[src/rtl/s2p_frame_ctrl.sv]
// Frame controller for the serial-to-parallel I/Q demux path: sync hunt, 4-slot symbol
// assembly (I[1],Q[1],I[0],Q[0]) and a 2-entry valid/ready output FIFO.
module s2p_frame_ctrl #(
  parameter int unsigned          SYNC_LEN   = 8,
  parameter logic [SYNC_LEN-1:0]  SYNC_WORD  = SYNC_LEN'(8'hA5),
  parameter int unsigned          FRAME_SYMS = 16
) (
  input  logic        clk,
  input  logic        rst,
  input  logic        en,
  input  logic        srl_bit,
  input  logic        srl_valid,
  output logic [1:0]  sym_i,
  output logic [1:0]  sym_q,
  output logic        sym_valid,
  input  logic        sym_ready,
  output logic        locked,
  output logic        frame_done,
  output logic        overflow,
  input  logic        clr_ovf,
  output logic [15:0] frame_cnt
);

  localparam int unsigned SR_W  = SYNC_LEN - 1;
  localparam int unsigned CNT_W = 8;
  localparam int unsigned SYM_W = 4;

  typedef enum logic {HUNT, LOCK} state_t;

  state_t             state_q, state_d;
  logic [SR_W-1:0]    sr_q, sr_d;
  logic [1:0]         slot_q, slot_d;
  logic [2:0]         part_q, part_d;
  logic [CNT_W-1:0]   cnt_q, cnt_d;
  logic [SYM_W-1:0]   head_q, head_d, tail_q, tail_d;
  logic               head_v_q, head_v_d, tail_v_q, tail_v_d;
  logic               ovf_q, ovf_d;
  logic               fdone_q, fdone_d;
  logic [15:0]        fcnt_q, fcnt_d;

  logic [SYNC_LEN-1:0] sr_shift;
  logic                push, pop, drop;
  logic [SYM_W-1:0]    new_sym;

  assign sr_shift = {sr_q, srl_bit};

  // State register and datapath registers
  always_ff @(posedge clk or posedge rst) begin
    if (rst) begin
      state_q  <= HUNT;
      sr_q     <= '0;
      slot_q   <= '0;
      part_q   <= '0;
      cnt_q    <= '0;
      head_q   <= '0;
      head_v_q <= 1'b0;
      tail_q   <= '0;
      tail_v_q <= 1'b0;
      ovf_q    <= 1'b0;
      fdone_q  <= 1'b0;
      fcnt_q   <= '0;
    end else begin
      state_q  <= state_d;
      sr_q     <= sr_d;
      slot_q   <= slot_d;
      part_q   <= part_d;
      cnt_q    <= cnt_d;
      head_q   <= head_d;
      head_v_q <= head_v_d;
      tail_q   <= tail_d;
      tail_v_q <= tail_v_d;
      ovf_q    <= ovf_d;
      fdone_q  <= fdone_d;
      fcnt_q   <= fcnt_d;
    end
  end

  // Next-state: sync hunt, slot sequencing, frame accounting, FIFO update
  always_comb begin
    state_d  = state_q;
    sr_d     = sr_q;
    slot_d   = slot_q;
    part_d   = part_q;
    cnt_d    = cnt_q;
    head_d   = head_q;
    head_v_d = head_v_q;
    tail_d   = tail_q;
    tail_v_d = tail_v_q;
    ovf_d    = ovf_q;
    fdone_d  = 1'b0;
    fcnt_d   = fcnt_q;
    push     = 1'b0;
    new_sym  = '0;

    case (state_q)
      HUNT: begin
        if (!en) begin
          sr_d = '0;
        end else if (srl_valid) begin
          sr_d   = sr_shift[SR_W-1:0];
          slot_d = '0;
          cnt_d  = '0;
          if (sr_shift == SYNC_WORD) state_d = LOCK;
        end
      end
      LOCK: begin
        if (!en) begin
          state_d = HUNT;
          sr_d    = '0;
          slot_d  = '0;
          cnt_d   = '0;
        end else if (srl_valid) begin
          slot_d = slot_q + 2'd1;
          case (slot_q)
            2'd0:    part_d[2] = srl_bit;
            2'd1:    part_d[1] = srl_bit;
            2'd2:    part_d[0] = srl_bit;
            default: begin
              push    = 1'b1;
              new_sym = {part_q[2], part_q[0], part_q[1], srl_bit};
              cnt_d   = cnt_q + CNT_W'(1);
              // Last payload symbol: clear sr so trailing payload cannot fake a sync
              if (cnt_q == CNT_W'(FRAME_SYMS - 1)) begin
                state_d = HUNT;
                sr_d    = '0;
                cnt_d   = '0;
                fdone_d = 1'b1;
                fcnt_d  = fcnt_q + 16'd1;
              end
            end
          endcase
        end
      end
      default: state_d = HUNT;
    endcase

    pop  = head_v_q & sym_ready;
    drop = push & head_v_q & tail_v_q & ~pop;

    if (pop) begin
      head_d   = tail_q;
      head_v_d = tail_v_q;
      tail_d   = '0;
      tail_v_d = 1'b0;
    end
    if (push) begin
      if (!head_v_d) begin
        head_d   = new_sym;
        head_v_d = 1'b1;
      end else if (!tail_v_d) begin
        tail_d   = new_sym;
        tail_v_d = 1'b1;
      end
    end

    if (clr_ovf) ovf_d = 1'b0;
    if (drop)    ovf_d = 1'b1;
  end

  assign sym_i      = head_q[3:2];
  assign sym_q      = head_q[1:0];
  assign sym_valid  = head_v_q;
  assign locked     = (state_q == LOCK);
  assign frame_done = fdone_q;
  assign overflow   = ovf_q;
  assign frame_cnt  = fcnt_q;

endmodule

[config.mk]
export PLATFORM = sky130hd
export DESIGN_NAME = s2p_frame_ctrl
export DESIGN_NICKNAME = d
export VERILOG_FILES = /design/src/rtl/s2p_frame_ctrl.sv
export SDC_FILE = /design/constraint.sdc
export NUM_CORES = 1
export LEC_CHECK = 0
export ABC_CLOCK_PERIOD_IN_PS = 1950
export BUFFER_PORTS_ARGS = -buffer_cell sky130_fd_sc_hd__buf_2
export CAP_MARGIN = 20
export CORE_UTILIZATION = 25
export CTS_CLUSTER_DIAMETER = 100
export DETAILED_ROUTE_END_ITERATION = 16
export PLACE_DENSITY = 0.48
export SLEW_MARGIN = 20
export SYNTH_ARGS = -nofsm -noshare
export SYNTH_HDL_FRONTEND = slang
export SYNTH_SLANG_ARGS = --single-unit
[constraint.sdc]
create_clock -name clk -period 1.95 [get_ports clk]
set_input_delay 0.2925 -clock clk [delete_from_list [all_inputs] [get_ports clk]]
set_output_delay 0.2925 -clock clk [all_outputs]
set_load 0.05 [all_outputs]
After elaboration in Yosys (flattened, before gate mapping):

Cells that the tools add are included.

* register bits after elaboration: 49
* input port bits: 7
* output and inout port bits: 24
* word-level logic and storage cells: 98

* add/sub/neg operators: 3
* equality and inequality tests: 10
* muxes and demuxes: 54
* bitwise logic cells: 7
* reduce and logical (&&, ||, !) cells: 10

Operators with widths (count)
* two-way mux 8 bit: 6
* two-way mux 4 bit: 11
* two-way mux 7 bit: 6
* two-way mux 1 bit: 23
* AND reduction 4 bit: 5
* adder 16 x 1 -> 16 bit, second input constant: 1
* case mux 8 bit (2 select lines): 1
* case mux 7 bit (2 select lines): 1
* inequality test 3 bit, second input constant: 3
* adder 8 x 1 -> 8 bit, second input constant: 1
* equality test 8 x 4 -> 1 bit, second input constant: 1
* equality test 8 bit, second input constant: 1
* two-way mux 2 bit: 4
* AND reduction 5 bit: 1
* bitwise AND 1 bit: 4
* inequality test 2 bit, second input constant: 2
* case mux 2 bit (2 select lines): 1
* inequality test 3 x 2 -> 1 bit, second input constant: 1
* NOT 1 bit: 3
* AND reduction 3 bit: 1
* OR reduction 3 bit: 1
* adder 2 x 1 -> 2 bit, second input constant: 1
* equality test 2 x 1 -> 1 bit, second input constant: 1
* equality test 2 bit, second input constant: 1
* 3 further kinds: 3

Longest topological paths before layout:

Gate-level depths: netlist of run 1.

* word-level depth: 10
* gate-level depth with buffers: 6
* mapped depth without buffers: 5

Worst setup path after synthesis of run 1:

OpenSTA, ideal clock, no wires.

* kind: reg2reg
* from: reg state_q (netlist: locked)
* to: reg fcnt_q[11] (netlist: frame_cnt[11])
* library setup time: 0.142 ns
* arrival time: 1.818 ns
* setup slack: -0.010 ns
* stages on the path, launching flop included: 5
* cells stage by stage: dfrtp_1 -> nand4_1 -> nor4_4 -> nand4_1 -> xnor2_1

* longest elaborated chain between the ends: 1

RTL lines
* from (decl): line 30 `state_t state_q, state_d;`
* from (signal assigned): line 63 `state_q <= state_d;`
* AND reduction 5 bit (no source line)
* to (signal assigned): line 74 `fcnt_q <= fcnt_d;`
* to (decl): line 39 `logic [15:0] fcnt_q, fcnt_d;`

No other way between the ends.
A chain may end at the register's enable or synchronous reset.

Worst setup path after layout of run 1:

* from: reg cnt_q[4]
* to: reg sr_q[6]

* longest elaborated chain between the ends: 3

RTL lines
* from (decl): line 34 `logic [CNT_W-1:0] cnt_q, cnt_d;`
* from (signal assigned): line 67 `cnt_q <= cnt_d;`
* equality test 8 x 4 -> 1 bit: line 123 `if (cnt_q == CNT_W'(FRAME_SYMS - 1)) begin`
* inequality test 3 x 2 -> 1 bit (no source line)
* AND reduction 4 bit (no source line)
* to (signal assigned): line 64 `sr_q <= sr_d;`
* to (decl): line 31 `logic [SR_W-1:0] sr_q, sr_d;`

No other way between the ends.

==> reports/qor.yml, run 1 <==
status:
  status: "finished, final reports clean"
synth:
  async_flop_share_pct: 100
  synth_top_area_share_pct: 51.1
  ys_seq_area_share_pct: 51.1
  netlist_top_cells_area: "dfrtp_1 51%, xnor2_1 6.9%, nand2_1 4.2%"
  synth-seq-cells: 49
  yosys.area.top_type: "dfrtp_1"
  ys_warn_count: 0
  synth_edf_count: 0
  syn_area_sq_um: 2400
  avgSynthCellArea_sq_um: 10.5
  syn_nets: 243
  synthCells: 229
  synthFlopType: "dfrtp_1"
  ys_types: 36
critical_path:
  start_kind: "flop"
  crit_type: "flop to flop"
  critical_path.max_fanout: 7
  cp.arrival_ns: 2.02
  cp.required_ns: 2.12
  endpoint_kind: "flop"
drt:
  first_iter_violations: 58
  antenna_left: 0
  post_drt_via_cell_ratio: 4.54
  wl_per_cell_microns: 12.4
  dr.pass1.iters: 4
  via_count: 1825
  routed_wl_microns: 4990
  route.detailed.drc: 0
placed_design:
  numPortBuffers: 30
  place_hpwl_microns: 3520
  place_congestion: 0.781
cts:
  tritoncts: "done"
  cts_sinks: 49
  cts-buffers-inserted: 5
  cts_root_buf: "clkbuf_8"
  clock_latency_ns: 0.30
  hold_buffers: 0
  clk_path_buf_depth: 2
  clkTransAtPathRegs_ns: 0.09
  ctsHtreeMaxLevel: 2
floorplanning:
  dieArea_sq_um: 9990
  start_util_pct: 25.8
  die_x_microns: 99.9
  core_sq_um: 9280
  die_h_microns: 99.9
  row_count: 35
  ios: 31
pwr:
  vdd_drop_max_mv: 0.260
  cellPowerDensity_nw_per_um2: 632
  p_leak_nw: 1.32
grt:
  grtUsageTotal_pct: 10.9
  antenna_found_initial: 0
  grt_pass1_vias: 1763
  grt_overflow: 0
  grt_pass1_wl_microns: 8720
  grt_max_degree: 33
layout:
  area_growth_pct: 22.0
  layout_commonest_cell: "dfrtp_1"
  fillers: 1002
  layout_common_cells: "48 x dfrtp_1, 30 x buf_2, 27 x nand2_1, 19 x xnor2_1, 14 x nand3_1"
  final_layout_size_suffix_gt1_share_pct: 24.2
  regArea_sq_um: 1230
  finalNetCount: 286
  diodes: 0
  multiInputGateArea_sq_um: 1120
timing:
  whs_ns: 0.105
  min_period_ns: 1.84
  timing.slew.headroom_pct: 38.4
  finClkSkew_ns: 0.00597
  finalCritPeriodShare_pct: 94.5
  slew_violations: 0
  max_freq_mhz: 543
  worst_pin_slew_ns: 0.899
  setup_viol: 0
  tns_ns: 0
  hold_viol_final: 0
  rsz0062_at_grt: "no"
worst_hold_path:
  hp-class: "input port to async pin"
job:
  maxCapViolations: 0
synth_stat cells, types with 3 or more instances:
| cell | instances |
|---|---|
| and3_1 | 6 |
| clkbuf_1 | 6 |
| a22o_1 | 3 |
| inv_1 | 8 |
| nand3_1 | 15 |
| nor2_1 | 9 |
| o21ai_0 | 9 |
| xnor2_1 | 19 |
| ha_1 | 7 |
| nand4_1 | 10 |
| mux2_2 | 4 |
| nor3_1 | 4 |
| nand2_1 | 27 |
| and4_1 | 4 |
| a311oi_1 | 7 |
| a211oi_1 | 3 |
| a21oi_1 | 12 |
| nor4_1 | 3 |
| and2_1 | 3 |
| dfrtp_1 | 49 |
where the power goes:
group          switching [mW]  internal (mW)
logic                  0.0563         0.0265
clock network           0.352          0.384
registers             0.00736           1.02
registers in the layout, summed over array words and instances, names as in the netlist:
name,count
part_q,3
frame_cnt,16
tail_v_q,1
frame_done,1
head_q,4
sym_valid,1
overflow,1
cnt_q,8
sr_q,7
locked,1
tail_q,4
slot_q,2
final timing paths:
check / to / start / slack [ns] / depth (start not counted)
worst min-delay path: overflow / rst / 0.11 / 2
worst max-delay path: sr_q[6] / cnt_q[4] / 0.11 / 4
max in group asynchronous: cnt_q[5] / rst / 1.25 / 3
worst min register to register: frame_cnt[15] / frame_cnt[15] / 0.47 / 1
worst max register to register: sr_q[6] / cnt_q[4] / 0.11 / 4
min in group clk: overflow / clr_ovf / 0.16 / 2
metal layers:
metal  track usage (%)  vias up  part of all wire [%]  routed length (microns)
met4              3.39        0                   1.2                       62
met2              16.7       30                    44                     2210
met1              15.0      882                    51                     2550
met3              2.79        6                   3.4                      169
met5                 0        -                     0                        0
li1                  -      907                     -                        -
repair_timing:
action | CTS | global route
endpoints found under the setup margin | 0 | 21
gates resized for setup | 0 | 3
setup buffers | 0 | 1
endpoints found under the hold margin | 0 | 0
worst max-delay path, stage by stage (launching register included):
cell and delay (ns):
dfrtp_1 0.39, or4_4 0.60, or3_4 0.38, nand2_1 0.22
a311oi_1 0.13
cell type report:
cell class	instances	share of cell area (%)
tap	129	5.52
timing repair buffer	44	9.16
clock buffer	5	2.35
inverter	8	1.03
multi-input combinational	164	38.4
sequential	49	42.0
clock inverter	3	1.58
kinds of logic (layout without fill, tap and decap cells):
family	Yosys count	count (layout)	share of synthesized area, %
flops	49	49	51.1
simple gates	93	93	21.9
mux	6	6	2.71
xor+xnor	21	21	7.67
compound gates	37	37	10.4
buf+inv	16	60	2.56
fa+ha+maj	7	7	3.65
per-stage QoR:
step | std cells | worst slack (ns) | area (sq um) | util (%) | total power [mW]
6_report | 402 | 0.107 | 2920 | 31.5 | 1.85
5_1_grt | 402 | 0.0140 | 2920 | 31.5 | 1.94
4_1_cts | 401 | 0.0374 | 2900 | 31.3 | 1.88
3_5_place_dp | 393 | 0.0521 | 2790 | 30.0 | 1.13
3_3_place_gp | 393 | 0.0724 | 2790 | 30.0 | 1.13
2_1_floorplan | 229 | 0.104 | 2400 | - | 1.10
No activity file was read; power rests on OpenSTA's default activity.
==> run 2: changes to the inputs <==
- PLACE_DENSITY: 0.48 -> default
==> run 2 against run 1 <==
Global-route usage about the same. Critical path depth increased by 1. Core utilization down 0.26 points. Die area unchanged. Clock power down 19%. Maximum frequency rose by 0.43%. Power fell by 7.9%. Design area decreased by 0.81%. Via count increased by 1.3%.
==> reports/qor.yml, run 2 (synthesized netlist as in run 1, its figures left out) <==
status:
  status: "finished, final reports clean"
timing:
  setup_viol: 0
  min_period_ns: 1.84
  max_freq_mhz: 545
  finClkSkew_ns: 0.00423
  worst_pin_slew_ns: 0.754
  timing.slew.headroom_pct: 48.3
  finalCritPeriodShare_pct: 94.1
  slew_violations: 0
  hold_viol_final: 0
  tns_ns: 0
  rsz0062_at_grt: "no"
drt:
  dr.pass1.iters: 4
  post_drt_via_cell_ratio: 4.59
  antenna_left: 0
  wl_per_cell_microns: 12.3
  via_count: 1849
  route.detailed.drc: 0
  first_iter_violations: 132
  routed_wl_microns: 4950
placed_design:
  placed_cell_area_sq_um: 2770
  numPortBuffers: 30
  place_congestion: 0.731
  place_hpwl_microns: 3520
layout:
  finalNetCount: 287
  area_growth_pct: 21.0
  fin_area_sq_um: 2900
  layout_common_cells: "48 x dfrtp_1, 30 x buf_2, 26 x nand2_1, 19 x xnor2_1, 14 x nand3_1"
  largest_reg_flops: 16
  layout_commonest_cell: "dfrtp_1"
  final_layout_size_suffix_gt1_share_pct: 23.7
  diodes: 0
worst_hold_path:
  holdCritStartpoint: "clr_ovf"
  hold_depth: 2
  hold-path-endpoint: "overflow"
  hp-class: "input port to flop"
critical_path:
  r2r_start: "cnt_q[4]"
  start_kind: "flop"
  slowest_stage: "or4_4"
  cp.required_ns: 2.14
  rr_worst_depth: 5
  critical_path.max_fanout: 7
  reg2reg_slack_ns: 0.11
  rr_endpoint: "frame_cnt[15]"
  crit_type: "flop to flop"
  startpoint: "cnt_q[4]"
  cp.arrival_ns: 2.03
  endpoint_kind: "flop"
  crit_chain: "or4_4, nor4_4, buf_4, nand4_1, xnor2_1"
  slowest_delay_ns: 0.60
grt:
  grt_overflow: 0
  grt_pass1_vias: 1817
  antenna_found_initial: 0
  grt_pass1_wl_microns: 8650
  grtUsageTotal_pct: 10.9
  grt_max_degree: 36
pwr:
  p_clk_share_pct: 35.0
  p_comb_share_pct: 4.6
  p_leak_nw: 1.31
  pwr-share-seq_pct: 60.4
  internal_power_mw: 1.29
  switching_share_pct: 23.9
  power.switching_mw: 0.407
  cellPowerDensity_nw_per_um2: 587
  vdd_drop_max_mv: 0.317
  total_power_mw: 1.70
cts:
  cts_root_buf: "clkbuf_8"
  tritoncts: "done"
  cts-buffers-inserted: 5
  clkTransAtPathRegs_ns: 0.09
  ctsHtreeMaxLevel: 2
  cts_sinks: 49
  clk_path_buf_depth: 2
  clock_latency_ns: 0.31
floorplanning:
  row_count: 35
  dieArea_sq_um: 9990
  die_x_microns: 99.9
  start_util_pct: 25.8
  die_h_microns: 99.9
  core_sq_um: 9280
  ios: 31
job:
  maxCapViolations: 0
[run 2: timing repair]
action                     CTS  global route
hold endpoints to repair    14             0
hold buffers                 1             0
resized for setup            0             2
setup endpoints to repair    0            16
buffers inserted             0             3
[run 2: worst max-delay path, delay by kind of cell, from the launching register on]
| kind | cells | cell delay (ns) |
|---|---|---|
| xor gates and xnor gates | 1 | 0.16 |
| buffers and inverters | 1 | 0.19 |
| DFF | 1 | 0.39 |
| and+or+nand+nor | 3 | 0.99 |
[run 2: layout make-up]
cell class              count  area (sq um)
fillers                   966          6380
flip-flops and latches     49          1230
multi-input cells         164          1120
repair buffers             45           278
well taps                 129           161
clock buffers               5          68.8
inverters                   8          30.0
clock inverters             3          17.5
[run 2: worst max-delay path by stage]
stage | depth (start not counted) | slack, ns | to
2_1_floorplan | 4 | 0.10 | frame_cnt[11]
3_3_place_gp | 5 | 0.09 | frame_cnt[14]
3_5_place_dp | 5 | 0.03 | frame_cnt[14]
4_1_cts | 5 | 0.02 | frame_cnt[14]
5_1_grt | 5 | 0.02 | frame_cnt[15]
6_report | 5 | 0.11 | frame_cnt[15]
[run 2: power groups by stage]
| stage | Clock, mW | Sequential [mW] | Combinational, mW |
|---|---|---|---|
| 6_report | 0.595 | 1.03 | 0.0780 |
| 5_1_grt | 0.657 | 1.03 | 0.0899 |
| 4_1_cts | 0.616 | 1.03 | 0.0808 |
| 3_5_place_dp | 0 | 1.05 | 0.0780 |
| 3_3_place_gp | 0 | 1.05 | 0.0783 |
| 2_1_floorplan | 0 | 1.05 | 0.0488 |
[run 2: stage by stage]
stage / setup slack (ns) / cells / hold WS (ns) / utilization, %
5_1_grt: 0.0183 / 403 / 0.165 / 31.2
6_report: 0.115 / 403 / 0.172 / 31.2
4_1_cts: 0.0226 / 400 / 0.171 / 30.9
2_1_floorplan: 0.104 / 229 / 0.391 / -
3_3_place_gp: 0.0921 / 391 / 0.280 / 29.9
3_5_place_dp: 0.0313 / 391 / 0.277 / 29.9
[run 2: layer usage]
layer | routed length (microns) | global-route usage, % | vias up
li1 | - | - | 913
met1 | 2390 | 14.2 | 899
met2 | 2300 | 17.6 | 31
met3 | 197 | 2.99 | 6
met4 | 63 | 3.39 | 0
met5 | 0 | 0 | -
==> run 3: changes to the inputs <==
- ABC_CLOCK_PERIOD_IN_PS: 1950 -> default
- CELL_PAD_IN_SITES_DETAIL_PLACEMENT: default -> 0
- CELL_PAD_IN_SITES_GLOBAL_PLACEMENT: default -> 1
- CORE_ASPECT_RATIO: default -> 0.75
- PLACE_DENSITY_LB_ADDON: default -> 0.1
==> run 3 against run 2 <==
Global-route usage increased by 1.1 points. Combinational power rose by 8.7%. Clock power is 73% higher. Routed wire length is 11% higher. Critical path depth shrank 1. Power rose by 26%. Core utilization is 1.5 points higher. Sequential cell count unchanged. Die area about the same. Critical endpoint is now cnt_q[7]. Largest cell class unchanged.
==> reports/qor.yml, run 3 (synthesized netlist as in run 1, its figures left out) <==
worst_hold_path:
  hp-class: "input port to async pin"
floorplanning:
  start_util_pct: 26.2
  die_h_microns: 86.8
  dieArea_sq_um: 9990
  core_sq_um: 9160
  row_count: 30
  ios: 31
  die_x_microns: 115
drt:
  post_drt_via_cell_ratio: 4.53
  antenna_left: 0
  route.detailed.drc: 0
  wl_per_cell_microns: 13.6
  via_count: 1831
  first_iter_violations: 87
  routed_wl_microns: 5480
  dr.pass1.iters: 4
cts:
  cts-buffers-inserted: 5
  hold_buffers: 0
  clkTransAtPathRegs_ns: 0.07
  ctsHtreeMaxLevel: 2
  cts_root_buf: "clkbuf_16"
  clk_path_buf_depth: 2
  cts_sinks: 49
  tritoncts: "done"
  cts_setup_buffers: 0
  clock_latency_ns: 0.29
placed_design:
  place_congestion: 0.652
  placed_cell_area_sq_um: 2820
  place_hpwl_microns: 3940
  numPortBuffers: 30
  dp_cells: 396
critical_path:
  crit_type: "flop to flop"
  r2r_start: "cnt_q[4]"
  cp.required_ns: 2.13
  endpoint_kind: "flop"
  cp.arrival_ns: 2.05
  critical_path.max_fanout: 6
  start_kind: "flop"
  startpoint: "cnt_q[4]"
  rr_worst_depth: 4
pwr:
  p_leak_nw: 1.36
  vdd_drop_max_mv: 0.306
  cellPowerDensity_nw_per_um2: 715
grt:
  grt_pass1_wl_microns: 9030
  grt_overflow: 0
  grt_pass1_vias: 1739
  grtUsageTotal_pct: 12.0
  antenna_found_initial: 0
  grt_max_degree: 26
layout:
  area_growth_pct: 25.0
  diodes: 0
  utilization_pct: 32.7
  layout_common_cells: "48 x dfrtp_1, 30 x buf_2, 26 x nand2_1, 19 x xnor2_1, 16 x buf_4"
  finalNetCount: 289
  final_cells: 404
  layout_commonest_cell: "dfrtp_1"
  final_layout_size_suffix_gt1_share_pct: 24.3
  largest_reg_flops: 16
  fin_area_sq_um: 3000
timing:
  max_freq_mhz: 532
  min_period_ns: 1.88
  hold_viol_final: 0
  timing.slew.headroom_pct: 70.0
  finClkSkew_ns: 0.00611
  rsz0062_at_grt: "no"
  tns_ns: 0
  finalCritPeriodShare_pct: 96.3
  worst_pin_slew_ns: 0.450
  setup_viol: 0
  slew_violations: 0
status:
  status: "finished, final reports clean"
job:
  maxCapViolations: 0
==> run 3: layout make-up <==
cell class                      instances  area, sq um
Inverter                                8         30.0
Tap cell                              128          160
Timing Repair Buffer                   47          290
Sequential cell                        49         1230
Multi-Input combinational cell        164         1110
Fill cell                             976         6160
Clock inverter                          2         37.5
Clock buffer                            6          139
==> run 3: power by group <==
group	internal, mW	leakage, nW	switching [mW]	total, mW
clock	0.641	0.0831	0.387	1.03
sequential	1.02	0.681	0.00826	1.03
combinational	0.0277	0.599	0.0571	0.0848
==> run 3: final timing paths <==
| kind | slack [ns] | endpoint |
|---|---|---|
| max | 0.07 | cnt_q[7] |
| min | 0.0003 | overflow |
| max reg2reg | 0.07 | cnt_q[7] |
| min reg2reg | 0.47 | frame_cnt[15] |
| max in group asynchronous | 1.46 | frame_cnt[5] |
| min in group clk | 0.18 | overflow |
==> run 3: repair_timing <==
| action | CTS | global route |
|---|---|---|
| hold endpoints to repair | 0 | 0 |
| gates resized for setup | 0 | 1 |
| endpoints found under the setup margin | 0 | 5 |
==> run 3: worst max-delay path, stage by stage, from the launching register on <==
cell and delay (ns):
dfrtp_1 0.38, or4_4 0.61, or3_1 0.40, a31oi_4 0.29, nor2_1 0.08
==> run 3: through the flow <==
| step | setup slack, ns | total power [mW] | hold WS, ns |
|---|---|---|---|
| after floorplan | 0.104 | 1.10 | 0.391 |
| after global placement | 0.0691 | 1.14 | 0.342 |
| after detailed placement | 0.0464 | 1.14 | 0.339 |
| after CTS | 0.0201 | 2.18 | 0.0249 |
| after global routing | 0.0129 | 2.23 | 0.0418 |
| final | 0.0714 | 2.14 | 0.000344 |
==> run 3: layer usage <==
layer  vias up  part of all wire [%]  GRT usage, %
met5         -                     0             0
met4         0                   1.3          4.25
met3         7                   2.8          3.22
met2        19                    41          16.6
met1       885                    55          17.8
li1        920                     -             -
